--- config.mk ---
export PLATFORM = sky130hd
export DESIGN_NAME = fifo_wr_arbiter
export DESIGN_NICKNAME = d
export VERILOG_FILES = /design/src/rtl/fifo_wr_arbiter.sv
export SDC_FILE = /design/constraint.sdc
export NUM_CORES = 1
export LEC_CHECK = 0
export ABC_AREA = 1
export BUFFER_PORTS_ARGS = -buffer_cell sky130_fd_sc_hd__buf_2
export CAP_MARGIN = 10
export CORE_ASPECT_RATIO = 1.5
export CORE_MARGIN = 8
export CORE_UTILIZATION = 51
export DETAILED_ROUTE_END_ITERATION = 12
export HOLD_SLACK_MARGIN = 0.05
export PLACE_DENSITY = 0.88
export SYNTH_ARGS = -nofsm -noshare
export SYNTH_HDL_FRONTEND = slang
export SYNTH_SLANG_ARGS = --single-unit
--- constraint.sdc ---
create_clock -name CLK -period 2.7 [get_ports CLK]
set_input_delay 0 -clock CLK [delete_from_list [all_inputs] [get_ports CLK]]
set_output_delay 0 -clock CLK [all_outputs]
set_load 0.05 [all_outputs]
--- src/rtl/fifo_wr_arbiter.sv ---
// Shares one async-FIFO write port between NUM_REQ requesters. Each request is a 1- or 2-byte atomic burst.
// Arbitration is round-robin; define FIFO_WR_ARB_FIXED_PRIO_EN for fixed priority where the lowest index wins.
module fifo_wr_arbiter #(
    parameter int DATA_WIDTH = 8,
    parameter int NUM_REQ    = 2,
    parameter int IDX_W      = 3
) (
    input  logic                            CLK,
    input  logic                            RST,
    input  logic [NUM_REQ-1:0]              req,
    input  logic [NUM_REQ-1:0]              req_len,
    input  logic [NUM_REQ*2*DATA_WIDTH-1:0] req_data,
    input  logic                            wfull,
    output logic                            winc,
    output logic [DATA_WIDTH-1:0]           wdata,
    output logic [NUM_REQ-1:0]              gnt,
    output logic                            busy
);

    localparam int SLOTS = 2 ** IDX_W;
    localparam int DW2   = 2 * DATA_WIDTH;

    typedef enum logic [1:0] {IDLE, SEND_LO, SEND_HI, DONE} state_t;

    state_t             state_reg;
    logic [IDX_W-1:0]   owner_reg;
    logic [IDX_W-1:0]   last_reg;
    logic               len_reg;
    logic [DW2-1:0]     data_reg;
    logic [NUM_REQ-1:0] gnt_reg;
    logic               busy_reg;

    logic [IDX_W-1:0]   winner;
    logic               found;
    logic [DW2-1:0]     payload [SLOTS];
    logic [SLOTS-1:0]   req_ext;
    logic [SLOTS-1:0]   len_ext;
    logic [NUM_REQ-1:0] owner_onehot;

    // Pad the per-requester views up to 2^IDX_W so an owner index can address them directly.
    generate
        for (genvar gi = 0; gi < SLOTS; gi++) begin : g_slot
            if (gi < NUM_REQ) begin : g_live
                assign payload[gi] = req_data[gi*DW2 +: DW2];
                assign req_ext[gi] = req[gi];
                assign len_ext[gi] = req_len[gi];
            end else begin : g_pad
                assign payload[gi] = '0;
                assign req_ext[gi] = 1'b0;
                assign len_ext[gi] = 1'b0;
            end
        end
        for (genvar gi = 0; gi < NUM_REQ; gi++) begin : g_onehot
            assign owner_onehot[gi] = (owner_reg == IDX_W'(gi));
        end
    endgenerate

`ifdef FIFO_WR_ARB_FIXED_PRIO_EN
    always_comb begin
        winner = '0;
        found  = 1'b0;
        for (int k = NUM_REQ - 1; k >= 0; k--) begin
            if (req[k]) begin
                winner = IDX_W'(k);
                found  = 1'b1;
            end
        end
    end
`else
    int               cand;
    logic [IDX_W-1:0] cand_idx;

    // Scan from the farthest offset down so the candidate nearest last+1 is the one left standing.
    always_comb begin
        winner   = '0;
        found    = 1'b0;
        cand     = 0;
        cand_idx = '0;
        for (int k = NUM_REQ; k >= 1; k--) begin
            cand = int'(last_reg) + k;
            if (cand >= NUM_REQ) begin
                cand = cand - NUM_REQ;
            end
            cand_idx = IDX_W'(cand);
            if (req_ext[cand_idx]) begin
                winner = cand_idx;
                found  = 1'b1;
            end
        end
    end
`endif

    always_ff @(posedge CLK or negedge RST) begin
        if (!RST) begin
            state_reg <= IDLE;
            owner_reg <= '0;
            last_reg  <= IDX_W'(NUM_REQ - 1);
            len_reg   <= 1'b0;
            data_reg  <= '0;
            gnt_reg   <= '0;
            busy_reg  <= 1'b0;
        end else begin
            case (state_reg)
                IDLE: begin
                    if (found) begin
                        owner_reg <= winner;
                        len_reg   <= len_ext[winner];
                        data_reg  <= payload[winner];
`ifndef FIFO_WR_ARB_FIXED_PRIO_EN
                        last_reg  <= winner;
`endif
                        state_reg <= SEND_LO;
                        busy_reg  <= 1'b1;
                    end
                end
                SEND_LO: begin
                    if (!wfull) begin
                        if (len_reg) begin
                            state_reg <= SEND_HI;
                        end else begin
                            state_reg <= DONE;
                            gnt_reg   <= owner_onehot;
                        end
                    end
                end
                SEND_HI: begin
                    if (!wfull) begin
                        state_reg <= DONE;
                        gnt_reg   <= owner_onehot;
                    end
                end
                DONE: begin
                    state_reg <= IDLE;
                    gnt_reg   <= '0;
                    busy_reg  <= 1'b0;
                end
                default: begin
                    state_reg <= IDLE;
                    gnt_reg   <= '0;
                    busy_reg  <= 1'b0;
                end
            endcase
        end
    end

    // Write strobe follows wfull in the same cycle so a stalled byte is simply retried.
    assign winc = ((state_reg == SEND_LO) || (state_reg == SEND_HI)) && !wfull;

    always_comb begin
        wdata = '0;
        case (state_reg)
            SEND_LO: wdata = data_reg[DATA_WIDTH-1:0];
            SEND_HI: wdata = data_reg[DW2-1:DATA_WIDTH];
            default: wdata = '0;
        endcase
    end

    assign gnt  = gnt_reg;
    assign busy = busy_reg;

endmodule

Word-level counts from Yosys, hierarchy flattened
Index checks and enable logic that the tools add are counted.
{"block": "op_classes", "addsub": 4, "magnitude_cmp": 6, "eq_ne": 8, "n_reduce_logical": 11, "n_mux": 27, "bitwise": 1}
{"operator": "$bmux 16 s3", "n": 1}
{"operator": "$mux 16", "n": 2}
{"operator": "$pmux 8 s2", "n": 1}
{"operator": "$lt 3x4->1 const B", "n": 3}
{"operator": "$mux 2", "n": 6}
{"operator": "$mux 3", "n": 4}
{"operator": "$bmux 1 s3", "n": 3}
{"operator": "$ge 4x2->1 const B", "n": 2}
{"operator": "$ne 2x2->1 const B", "n": 4}
{"operator": "$pmux 2 s4", "n": 1}
{"operator": "$mux 1", "n": 7}
{"operator": "$pmux 2 s3", "n": 1}
{"operator": "$sub 3x2->3 const B", "n": 2}
{"operator": "$add 3x1->4 const B", "n": 1}
{"operator": "$add 3x2->4 const B", "n": 1}
{"operator": "$eq 2x2->1 const B", "n": 2}
{"operator": "$ge 4x4->1 const B", "n": 1}
{"operator": "$not 3->4", "n": 1}
{"operator": "$reduce_and 2->1", "n": 2}
{"operator": "$reduce_and 4->1", "n": 1}
{"operator": "$eq 3x1->1 const B", "n": 1}
{"operator": "$logic_not 3->1", "n": 1}
{"operator": "$reduce_and 3->1", "n": 1}
{"operator": "$reduce_bool 3->1", "n": 1}
{"operator": "7 further kinds", "n": 7}
{"block": "word_totals", "in_bits": 39, "out_inout_bits": 12, "ff_bits": 28}

Longest topological paths before layout
{"block": "depth", "ltp_word": 11, "ltp_mapped": 12}

Least setup slack after synthesis
Ideal clock, no wire load.
{"block": "synth_path", "path_kind": "reg-to-reg", "startpoint": "register last_reg[0]", "endpoint": "register data_reg[0]", "path_stages_with_launch": 11, "path_buffers": 1, "arrival_ns": 1.745, "required_time_ns": 2.583, "path_slack_ns": 0.838, "synth_period_minus_slack_ns": 1.862, "path_cell_list": "dfstp_2 inv_2 ha_1 inv_1 nand2_1 nand4_2 nand3_4 buf_6 nand2_1 nand3_1 nand2_1"}
{"block": "synth_between", "elab_chain_len": 11, "elab_cells_between_ends": 21, "classes_between": "4 x add/sub; 2 x order compare; 13 x mux; 1 x bitwise; 1 x reduce/logical"}
{"item": "from (decl)", "line": "27", "rtl": "logic [IDX_W-1:0] last_reg;"}
{"item": "from (signal assigned)", "line": "97", "rtl": "last_reg <= IDX_W'(NUM_REQ - 1);"}
{"item": "from (signal assigned)", "line": "110", "rtl": "last_reg <= winner;"}
{"item": "$add 3x2->4", "line": "80", "rtl": "cand = int'(last_reg) + k;"}
{"item": "$ge 4x2->1 / $sub 3x2->3 (equally long branches)", "line": "81, 82"}
{"item": "$mux 3", "line": "81", "rtl": "if (cand >= NUM_REQ) begin"}
{"item": "$bmux 1 s3", "line": "85", "rtl": "if (req_ext[cand_idx]) begin"}
{"item": "$mux 1 (not written as such)", "line": "85"}
{"item": "$mux 3 (2 in series)", "line": "85"}
{"item": "$not 3->4 (not written as such)", "line": "108", "rtl": "data_reg <= payload[winner];"}
{"item": "$bmux 16 s3", "line": "108"}
{"item": "$mux 16 (not written as such) (2 in series)", "line": "108"}
{"item": "to (signal assigned)", "line": "108"}
{"item": "to (decl)", "line": "29", "rtl": "logic [DW2-1:0] data_reg;"}
Parallel ways exist; a longest one is shown, timed or not. The select of a mux whose other input is x is not followed.
A chain may end at the register's enable or synchronous reset.

Final worst setup path
{"block": "layout_path", "startpoint": "register last_reg[0]", "endpoint": "register data_reg[10]"}
The elaborated chain is that of the path after synthesis.

==> out/qor.csv <==
stage,metric,value,unit
timing,hold_viol_final,0,
timing,skew,0.00931,ns
place,gp_congestion,0.800,
timing,worst_pin_slew,0.581,ns
routing,vias,1869,
hold_path,whs_path_depth,5,
critical_path,start_kind,flop,
place,io_buffer_count,50,
synthesis,synth-edff-count,0,
critical_path,r2r_end,data_reg[10],
critical_path,regToRegStartpoint,last_reg[0],
clock_tree,cts_tree,built,
timing,setup_viol,0,
layout,largest_reg_flops,16,
place,place_hpwl,3390,µm
synthesis,async_flop_share,100,%
clock_tree,cts.sinks,26,
global_routing,grt_pass1_wl,7930,µm
synthesis,syn_inst,255,
clock_tree,cts_buffer_depth,2,
floorplanning,ioPinCount,51,
routing,wl_per_cell,13.4,µm
pwr,leakagePower,1.30,nW
layout,fillCellCount,301,
floorplanning,fp.coreArea,3380,µm²
routing,viasPerCell,5.24,
synthesis,synth_area_leaders,"dfrtp_1 35%, nand2_1 18%, inv_1 9.7%",
critical_path,path_cells,inv_2 > ha_1 > inv_1 > nand2_1 > nand3_4 > nand2_4 > nand2_2 > inv_2 > nand3_1 > nand2_1,
routing,routed_wl,4790,µm
clock_tree,clk_pin_slew,0.08,ns
clock_tree,clkLatencyLatePin,0.27,ns
synthesis,ys.flop_type,dfrtp_1,
floorplanning,dieArea,5690,µm²
layout,fin_nets,366,
synthesis,synth_most_common_cell,nand2_1,
clock_tree,cts_resized,0,
floorplanning,start_util,52.8,%
synthesis,yosys_warnings,0,
timing,slew_headroom,61.2,%
critical_path,critPathMaxStageDelay,0.62,ns
global_routing,grt_pass1_vias,1840,
global_routing,grt_max_degree,27,
status,status,finished clean,
layout,drive_gt1_share,21.0,%
routing,drc,0,
synthesis,yosysSeqAreaShare,36.5,%
timing,fin_crit_sh,78.4,%
critical_path,cp-end-kind,flop,
synthesis,mappedNetlistNets,305,
synthesis,synth.largest_area_cell,dfrtp_1,
timing,grt_setup_unrepaired,no,
timing,maxSlewViolCount,0,
critical_path,crit_fanout,20,
floorplanning,die_h,88.5,µm
clock_tree,htreeDepth,1,
global_routing,grt_overflow_total,0,
synthesis,syn-cell-area,1790,µm²
hold_path,min_path_type,input port to flop,
synthesis,synth_cell_types,24,
critical_path,cp.arrival,2.32,ns
pwr,power_density,305,nW/µm²
critical_path,cp_slowest_cell,dfstp_2,
hold_path,min_to,len_reg,
layout,antennaDiodeCount,0,
clock_tree,cts-buffers-inserted,3,
synthesis,synth-seq-cells,26,
timing,timing.hold.ws,0.0501,ns
routing,first_pass_iters,4,
clock_tree,cts_root_buf,clkbuf_8,
synthesis,synth_common_cells,"84 x nand2_1, 46 x inv_1, 25 x dfrtp_1",
critical_path,crit_type,flop to flop,
pwr,ir_worst_vdd,0.268,mV
timing,post-route-min-period,2.12,ns
timing,final.setup.tns,0,ns
run,max_cap_viol_count,0,
synthesis,netlist.area_leader.share,35.0,%
hold_path,worstHoldStart,req_len[0],
global_routing,track_usage,17.0,%
timing,timing.fmax,473,MHz
routing,drt_iter0_markers,81,
global_routing,antenna_found_initial,0,
routing,ant_nets,0,
synthesis,synth.avg_cell_area,7.00,µm²
critical_path,cp.required,2.90,ns
critical_path,rr_worst_depth,10,
floorplanning,die_w,64.3,µm
critical_path,rrSetupSlack,0.58,ns
layout,syn2layout_area_growth,25.2,%
floorplanning,fp-row-count,26,
pwr,total_power,681,µW
==> through the flow <==
step	std cells	area (µm²)	util (%)	setup slack, ns
after floorplan	255	1790	-	0.838
after global placement	339	2050	60.6	0.674
after detailed placement	339	2050	60.6	0.591
after CTS	357	2230	66.1	0.577
after global routing	357	2230	66.1	0.377
final	357	2230	66.1	0.584
==> metal layers <==
metal | global-route usage, % | share of wire [%] | vias up
met5 | 0 | 0 | -
met4 | 6.97 | 1.5 | 0
met3 | 2.92 | 5.8 | 7
met2 | 32.5 | 55 | 68
met1 | 17.7 | 37 | 872
li1 | - | - | 922
==> power breakdown <==
part           leakage (nW)  switching, mW  internal [mW]
Clock                0.0228          0.117          0.105
Sequential            0.349              0          0.389
Combinational         0.931         0.0300         0.0400
==> how the worst max path moves through the flow <==
stage	cells past startpoint	to	startpoint
after CTS	10	data_reg[15]	last_reg[0]
after global routing	11	data_reg[5]	owner_reg[1]
after global placement	10	data_reg[10]	last_reg[0]
final	10	data_reg[10]	last_reg[0]
after floorplan	10	data_reg[0]	last_reg[0]
after detailed placement	10	data_reg[5]	last_reg[0]
==> critical path, delay by kind of cell (launching register included) <==
kind / cells / cell delay (ns)
flops: 1 / 0.62
fa+ha+maj: 1 / 0.28
simple gates: 6 / 0.77
buf+inv: 3 / 0.39
==> timing repair <==
| action | 4_1_cts | 5_1_grt |
|---|---|---|
| buffers inserted | 0 | 0 |
| hold endpoints to repair | 38 | 0 |
| hold buffers | 14 | 0 |
==> cell families after synthesis <==
logic type	after synthesis	share of synthesized area, %
buffers and inverters	60	13.5
AO/OA/AOI/OAI	19	5.68
AND/OR/NAND/NOR	139	36.6
adder cells (fa/ha/maj)	11	7.71
flip-flops	26	36.5
==> final cells by class <==
| class | instances | area [µm²] | share of cell area, % |
|---|---|---|---|
| multi-input combinational | 169 | 892 | 39.9 |
| sequential | 26 | 652 | 29.2 |
| inverter | 50 | 188 | 8.40 |
| timing repair buffer | 66 | 405 | 18.1 |
| clock buffer | 4 | 45.0 | 2.02 |
| tap | 42 | 52.6 | 2.35 |
==> cells in the final DEF (no fill, tap or decap) <==
| cell | instances |
|---|---|
| inv_1 | 46 |
| nand3_2 | 1 |
| buf_2 | 50 |
| dfstp_2 | 1 |
| dlygate4sd3_1 | 14 |
| nor3_1 | 1 |
| inv_2 | 3 |
| nand4_2 | 1 |
| nand2_1 | 84 |
| a311oi_1 | 1 |
| clkbuf_1 | 1 |
| o21ai_1 | 4 |
| nand4_1 | 18 |
| dfrtp_1 | 25 |
| clkbuf_8 | 3 |
| a211oi_1 | 1 |
| buf_4 | 2 |
| a21oi_1 | 10 |
| nand3_1 | 20 |
| nand2_4 | 2 |
| o21ai_0 | 3 |
| nand3_4 | 2 |
| nand2_2 | 1 |
| clkinv_1 | 1 |
| nor2_1 | 9 |
| ha_1 | 11 |
Power figures use the tool's default switching activity.
